**src/rtl/alu_mc.sv**
```systemverilog
// alu_mc: multi-cycle ALU with valid/ready handshakes on both sides.
//
// Logic and arithmetic ops (AND, OR, ADD, SUB, NOR) finish in one cycle.
// Shift ops (SRA, SRL, SLL) shift one bit per cycle.
// The result and all flags are registered together and presented once under out_valid.
//
// Ports:
//   clk, rst_n           clock (rising edge); asynchronous active-low reset
//   in_valid / in_ready  input handshake for in0, in1, op
//   in0, in1             operands; for shifts only in1[SHAMT_W-1:0] is used
//   op                   0 AND, 1 OR, 2 ADD, 3 SUB, 4 SRA, 5 NOR, 6 SRL, 7 SLL
//   out_valid / out_ready  output handshake for result and flags
//   result               registered result
//   carry, overflow, zero, neg  registered flags
module alu_mc #(
    parameter int WIDTH = 32
) (
    input  logic             clk,
    input  logic             rst_n,
    input  logic             in_valid,
    output logic             in_ready,
    input  logic [WIDTH-1:0] in0,
    input  logic [WIDTH-1:0] in1,
    input  logic [2:0]       op,
    output logic             out_valid,
    input  logic             out_ready,
    output logic [WIDTH-1:0] result,
    output logic             carry,
    output logic             overflow,
    output logic             zero,
    output logic             neg
);
    localparam int SHAMT_W = $clog2(WIDTH);

    typedef enum logic [1:0] {IDLE, SHIFT, DONE} state_t;

    state_t             state_q, state_d;
    logic [WIDTH-1:0]   work_q, work_d;
    logic [SHAMT_W-1:0] cnt_q, cnt_d;
    logic [2:0]         op_q, op_d;
    logic [WIDTH-1:0]   result_q, result_d;
    logic               carry_q, carry_d;
    logic               overflow_q, overflow_d;
    logic               zero_q, zero_d;
    logic               neg_q, neg_d;

    // Single-cycle datapath, evaluated on the presented inputs.
    logic [WIDTH:0]     sum_add, sum_sub;
    logic [WIDTH-1:0]   alu_res;
    logic               alu_c, alu_v;
    logic               is_shift, accept;
    logic [SHAMT_W-1:0] shamt;
    logic [WIDTH-1:0]   shift_one;

    // Result-register load port; flags are derived from whatever is loaded.
    logic               load_res;
    logic [WIDTH-1:0]   load_val;
    logic               load_c, load_v;

    assign sum_add = {1'b0, in0} + {1'b0, in1};
    assign sum_sub = {1'b0, in0} + {1'b0, ~in1} + {{WIDTH{1'b0}}, 1'b1};

    always_comb begin
        alu_res = '0;
        alu_c   = 1'b0;
        alu_v   = 1'b0;
        case (op)
            3'd0: alu_res = in0 & in1;
            3'd1: alu_res = in0 | in1;
            3'd2: begin
                alu_res = sum_add[WIDTH-1:0];
                alu_c   = sum_add[WIDTH];
                alu_v   = (in0[WIDTH-1] == in1[WIDTH-1]) &&
                          (sum_add[WIDTH-1] != in0[WIDTH-1]);
            end
            3'd3: begin
                alu_res = sum_sub[WIDTH-1:0];
                alu_c   = sum_sub[WIDTH];
                // The effective second operand is ~in1, so its sign is inverted.
                alu_v   = (in0[WIDTH-1] != in1[WIDTH-1]) &&
                          (sum_sub[WIDTH-1] != in0[WIDTH-1]);
            end
            3'd5: alu_res = ~(in0 | in1);
            default: alu_res = '0;
        endcase
    end

    assign is_shift = (op == 3'd4) || (op == 3'd6) || (op == 3'd7);
    assign shamt    = in1[SHAMT_W-1:0];

    // One-bit step of the latched shift op on the working register.
    always_comb begin
        case (op_q)
            3'd4:    shift_one = {work_q[WIDTH-1], work_q[WIDTH-1:1]};
            3'd6:    shift_one = {1'b0, work_q[WIDTH-1:1]};
            default: shift_one = {work_q[WIDTH-2:0], 1'b0};
        endcase
    end

    assign in_ready  = rst_n && ((state_q == IDLE) || ((state_q == DONE) && out_ready));
    assign accept    = in_valid && in_ready;
    assign out_valid = (state_q == DONE);

    always_comb begin
        state_d    = state_q;
        work_d     = work_q;
        cnt_d      = cnt_q;
        op_d       = op_q;
        load_res   = 1'b0;
        load_val   = '0;
        load_c     = 1'b0;
        load_v     = 1'b0;
        case (state_q)
            IDLE, DONE: begin
                if (accept) begin
                    if (!is_shift) begin
                        load_res = 1'b1;
                        load_val = alu_res;
                        load_c   = alu_c;
                        load_v   = alu_v;
                        state_d  = DONE;
                    end else if (shamt == '0) begin
                        load_res = 1'b1;
                        load_val = in0;
                        state_d  = DONE;
                    end else begin
                        work_d  = in0;
                        cnt_d   = shamt;
                        op_d    = op;
                        state_d = SHIFT;
                    end
                end else if (state_q == DONE && out_ready) begin
                    state_d = IDLE;
                end
            end
            SHIFT: begin
                work_d = shift_one;
                cnt_d  = cnt_q - 1'b1;
                if (cnt_q == SHAMT_W'(1)) begin
                    load_res = 1'b1;
                    load_val = shift_one;
                    state_d  = DONE;
                end
            end
            default: state_d = IDLE;
        endcase

        result_d   = load_res ? load_val : result_q;
        carry_d    = load_res ? load_c : carry_q;
        overflow_d = load_res ? load_v : overflow_q;
        zero_d     = load_res ? (load_val == '0) : zero_q;
        neg_d      = load_res ? load_val[WIDTH-1] : neg_q;
    end

    always_ff @(posedge clk or negedge rst_n) begin
        if (!rst_n) begin
            state_q    <= IDLE;
            work_q     <= '0;
            cnt_q      <= '0;
            op_q       <= '0;
            result_q   <= '0;
            carry_q    <= 1'b0;
            overflow_q <= 1'b0;
            zero_q     <= 1'b0;
            neg_q      <= 1'b0;
        end else begin
            state_q    <= state_d;
            work_q     <= work_d;
            cnt_q      <= cnt_d;
            op_q       <= op_d;
            result_q   <= result_d;
            carry_q    <= carry_d;
            overflow_q <= overflow_d;
            zero_q     <= zero_d;
            neg_q      <= neg_d;
        end
    end

    assign result   = result_q;
    assign carry    = carry_q;
    assign overflow = overflow_q;
    assign zero     = zero_q;
    assign neg      = neg_q;
endmodule

```
**config.mk**
```make
export PLATFORM = sky130hd
export DESIGN_NAME = alu_mc
export DESIGN_NICKNAME = d
export VERILOG_FILES = /design/src/rtl/alu_mc.sv
export SDC_FILE = /design/constraint.sdc
export NUM_CORES = 1
export LEC_CHECK = 0
export ABC_CLOCK_PERIOD_IN_PS = 5200
export CORE_MARGIN = 3
export CORE_UTILIZATION = 50
export CTS_CLUSTER_DIAMETER = 80
export CTS_CLUSTER_SIZE = 16
export DETAILED_ROUTE_END_ITERATION = 8
export MAX_ROUTING_LAYER = met4
export PLACE_DENSITY = 0.72
export RECOVER_POWER = 50
export REMOVE_ABC_BUFFERS = 1
export SYNTH_ARGS = -nofsm -noshare
export SYNTH_HDL_FRONTEND = slang
export SYNTH_SLANG_ARGS = --single-unit
```
**constraint.sdc**
```tcl
create_clock -name clk -period 5.2 [get_ports clk]
set_input_delay 1.04 -clock clk [delete_from_list [all_inputs] [get_ports clk]]
set_output_delay 1.04 -clock clk [all_outputs]
set_load 0.005 [all_outputs]
```
After elaboration in Yosys (flattened, before gate mapping):

Index checks and enable logic that the tools add are counted.
Widths: inputs -> output; s select.

* $add $sub $neg: 4
* reduce and logical (&&, ||, !) cells: 17
* bitwise gates (word level): 5
* div/mod/pow operators: 0
* multipliers: 0
* mux-type cells: 34
* order comparisons: 0
* shift-type cells: 0
* eq/ne operators: 21

Operators with widths (count)
* $mux 32: 7
* $pmux 32 s2: 3
* $pmux 32 s5: 1
* $add 32x32->33: 2
* $not 32->32: 2
* $add 33x1->33 const B: 1
* $and 32x32->32: 1
* $logic_not 32->1: 1
* $or 32x32->32: 1
* $eq 3x3->1 const B: 6
* $mux 5: 3
* $mux 1: 10
* $mux 2: 5
* $pmux 5 s2: 1
* $ne 2x2->1 const B: 4
* $reduce_and 4->1: 2
* $eq 3x2->1 const B: 2
* $pmux 1 s2: 3
* $eq 5x1->1 const B: 1
* $logic_and 1x1->1: 5
* $logic_not 5->1: 1
* $sub 5x1->5 const B: 1
* $pmux 2 s2: 1
* $eq 3x1->1 const B: 1
* 12 further kinds: 16

* ROM bits: 0
* logic and storage cells: 90
* RAM bits: 0
* bits in latches: 0
* input port bits: 71
* output and inout bits: 38
* register bits after elaboration: 78
* memories: 0

Depth between registers and ports, before layout:

* word-level depth: 9
* gate-level depth with buffers: 15
* mapped depth without buffers: 15

Worst setup path after synthesis:

Ideal clock, no wire load.

* path type: input -> register
* start point: input in0[7]
* end point: register zero_q (netlist: zero)
* arrival time: 4.000 ns
* slack: 1.124 ns
* stages: 14
* library setup time: 0.076 ns
* required time: 5.124 ns
* path buffers: 1
* path through: inv_1 -> ha_1 -> buf_4 -> a21oi_1 -> a21oi_1 -> or4_1 -> a21oi_1 -> a2bb2oi_1 -> xnor2_1 -> o21ai_1 -> or4_1 -> nor4_4 -> nand4_1 -> o21ai_1

* cells in the longest elaborated chain, start to end: 7
* elaborated cells on any way between the ends: 12
* those cells by class: 3 x add/sub; 5 x mux; 3 x bitwise; 1 x reduce/logical

RTL lines
* start, declared: line 22 `input logic [WIDTH-1:0] in0,`
* $add 32x32->33 / $or 32x32->32 (equally long branches): line 61, 69, 83
* $add 33x1->33 / $not 32->32 (equally long branches): line 61, 83
* $pmux 32 s5: line 67 `case (op)`
* $mux 32 (*): line 116 `if (!is_shift) begin`
* $mux 32 (*): line 115 `if (accept) begin`
* $pmux 32 s2 (*): line 113 `case (state_q)`
* $logic_not 32->1 (*): line 151 `zero_d = load_res ? (load_val == '0) : zero_q;`
* end signal, assigned: line 174 `zero_q <= zero_d;`
* end, declared: line 44 `logic zero_q, zero_d;`

Mark *: on every way between the ends. The rest lies on a longest branch, timed or not.
A chain may end at the register's enable or synchronous reset.

Worst setup path after layout:

* start point: input in0[4]
* end point: register overflow_q (netlist: overflow)

* cells in the longest elaborated chain, start to end: 8
* elaborated cells on any way between the ends: 11
* those cells by class: 3 x add/sub; 2 x eq/ne; 4 x mux; 2 x reduce/logical

RTL lines
* $add 32x32->33: line 61 `assign sum_sub = {1'b0, in0} + {1'b0, ~in1} + {{WIDTH{1'b0}}, 1'b1};`
* $add 33x1->33: line 61
* $ne 1x1->1: line 81 `(sum_sub[WIDTH-1] != in0[WIDTH-1]);`
* $logic_and 1x1->1: line 80 `alu_v = (in0[WIDTH-1] != in1[WIDTH-1]) &&`
* $pmux 1 s2 (*): line 67
* $mux 1 (*): line 116
* $mux 1 (*): line 115
* $mux 1 (*): line 113
* end signal, assigned: line 173 `overflow_q <= overflow_d;`
* end, declared: line 43 `logic overflow_q, overflow_d;`

Marked as above.

==> metrics.txt <==
synthesized instance count 1,360; die area 21,800 um^2; Inserted Clock Buffers 9; DRC viols 0; Slew HR -1.38%; Final setup violation count 0; Max-Cap Viols 2; share of Yosys cell area claimed by the top area cell type 19.2%; Setup CP Type in2reg; Setup TNS Final 0 ns; hold slack 0.480 ns; area delta synth->final 18.4%; synth top area cells dfrtp_1 (19%), ha_1 (13%), a21oi_1 (6.2%); IO Pins 109; IO buf count 108; P_leak 5.33 nW; sequential area share after synthesis 19.2%; Die Wd 148 um; final global-route overflow total 0; Worst Max-Slew Pin Slew 1.52 ns; DP Wirelength 32.4 mm; clock root cell clkbuf_16; outcome finished, violations left; failing checks capacitance limit, slew limit; final WL 42.7 mm; vias per cell 6.66; pwr/cell area 335 nW/um^2; Pre-Repair DR Iteration Count 6; EDFF count, synth 0; max frequency 210 MHz; top post-synthesis cells by count nor2_1 (155), a21oi_1 (124), nand2_1 (108); antenna violations before repair 1; Die Ht 148 um; leading area contributor after synthesis dfrtp_1; post-route insts no fill 1,738; RD Place Congestion 1.03; largest net degree at the start of global routing 55; Netlist cell types 94; Post-CTS Setup Bufs 0; htree depth 3; Seq cells post-synth 77; vias in the first global route 10,900; CTS max path bufs 2; via count 11,600; CTS sink cnt 77; CP max FO 9; gr usage total 39.4%; global-route wire length before repair 64.9 mm; drt initial violations 1,412; CORE AREA 19,600 um^2; Ys Warns 0; Hold Path Class reg2reg; period utilization 91.6%; post-CTS sizing 0; syn avg cell area 7.39 um^2; fin. max-slew vios 82; Mapped Area 10,000 um^2; Nets 1,644; Antenna Nets Post-Route 0; Hold Fails Final Rpt 0; average wire per standard cell 24.6 um; Final Critical Period 4.76 ns; hold_buf cts 0; Final Skew 0.0108 ns; CTS tree built; Main synth FF type dfrtp_1; crit end category register; FFs w/ async S/R, synth 100%; most frequent cell after synthesis nor2_1; # rows 51; WP data arrival 5.01 ns; Max rail drop VDD 225 uV; Placed Instances 1,721; clk slew on worst S/H paths 0.07 ns; layout cells sized above 1 8.90%; Worst Path Required 5.45 ns; CP Launch Type input pin; worst skew pair latency 0.35 ns; RSZ-0062 raised after global routing no; effective utilization at floorplan 51.3%
-- state kept, by name, summed over array words and instances (netlist names) --
name and cells:
op_q 3, state_q 2, work_q 32, carry 1
cnt_q 5, overflow 1, zero 1, result 32
-- layout make-up --
cell class,instances,area (um^2)
timing repair buffer,184,1630
clock buffer,12,256
antenna,1,2.50
tap,265,332
sequential,77,1930
multi-input combinational,1087,7310
clock inverter,4,30.0
fill,1873,7690
inverter,108,408
-- path summary, 6_finish.rpt --
kind | from | endpoint | slack [ns] | depth (start not counted)
max | in0[4] | overflow$_DFFE_PN0P_ | 0.44 | 15
min | result[19]$_DFFE_PN0P_ | result[19]$_DFFE_PN0P_ | 0.48 | 1
max reg2reg | op_q[0]$_DFFE_PN0P_ | zero$_DFFE_PN0P_ | 1.56 | 10
min reg2reg | result[19]$_DFFE_PN0P_ | result[19]$_DFFE_PN0P_ | 0.48 | 1
max in group asynchronous | rst_n | result[17]$_DFFE_PN0P_ | 1.95 | 2
min in group asynchronous | rst_n | state_q[0]$_DFFE_PN0P_ | 1.05 | 1
-- metrics by stage --
step | instance area, um^2 | power, mW | util (%) | setup WS (ns)
4_1_cts | 11900 | 3.96 | 60.7 | 0.525
6_report | 11900 | 3.98 | 60.7 | 0.437
3_5_place_dp | 11600 | 3.29 | 59.3 | 0.152
5_1_grt | 11900 | 4.19 | 60.7 | 0.194
2_1_floorplan | 9630 | 2.27 | - | 0.714
3_3_place_gp | 11600 | 3.26 | 59.3 | 0.218
-- cell usage in the layout, fill, tap and decap left out, drive strengths merged, types with 19 or more instances in the layout --
master	n
nand3	25
inv	109
a21o	20
dlygate4sd3	19
o31ai	19
mux2i	49
nor2	157
a211oi	22
a21oi	125
dfrtp	77
o211ai	21
nand2	109
ha	104
nor2b	25
a221oi	20
clkdlybuf4s50	86
nor3	20
buf	77
o22ai	20
o21ai	90
-- report_power, final --
part           total [mW]  leakage, nW  internal, mW  switching (mW)
registers            1.15        0.904         0.882           0.266
clock network       0.656        0.140         0.354           0.302
logic                2.18         4.28         0.938            1.24
total                3.98         5.33          2.17            1.81
-- worst max-delay path, cell delays in order --
cell and delay, ns:
clkdlybuf4s50_1 0.53, inv_1 0.09, ha_1 0.47, nor2_2 0.24, nand3_1 0.30, a211oi_1 0.50, o31ai_2 0.11, buf_4 0.18
a221oi_1 0.48, nor2b_1 0.22, o41ai_1 0.11, o21ba_2 0.23, nand3_1 0.08, o311ai_0 0.14, a32o_1 0.29
-- per-layer routing --
| metal | GRT usage [%] | wire (um) | up-vias |
|---|---|---|---|
| met5 | - | 0 | - |
| met4 | 14.1 | 1720 | 0 |
| met3 | 5.55 | 4440 | 132 |
| met2 | 59.2 | 18900 | 744 |
| met1 | 54.3 | 17700 | 5548 |
| li1 | - | - | 5151 |
-- kinds of logic after synthesis --
logic type	synth area share, %
AO/OA/AOI/OAI	30.5
XOR/XNOR	1.57
adder cells (fa/ha/maj)	13.4
buffers and inverters	8.22
flip-flops	19.2
multiplexers	5.11
AND/OR/NAND/NOR	22.0
Power figures use the tool's default switching activity.
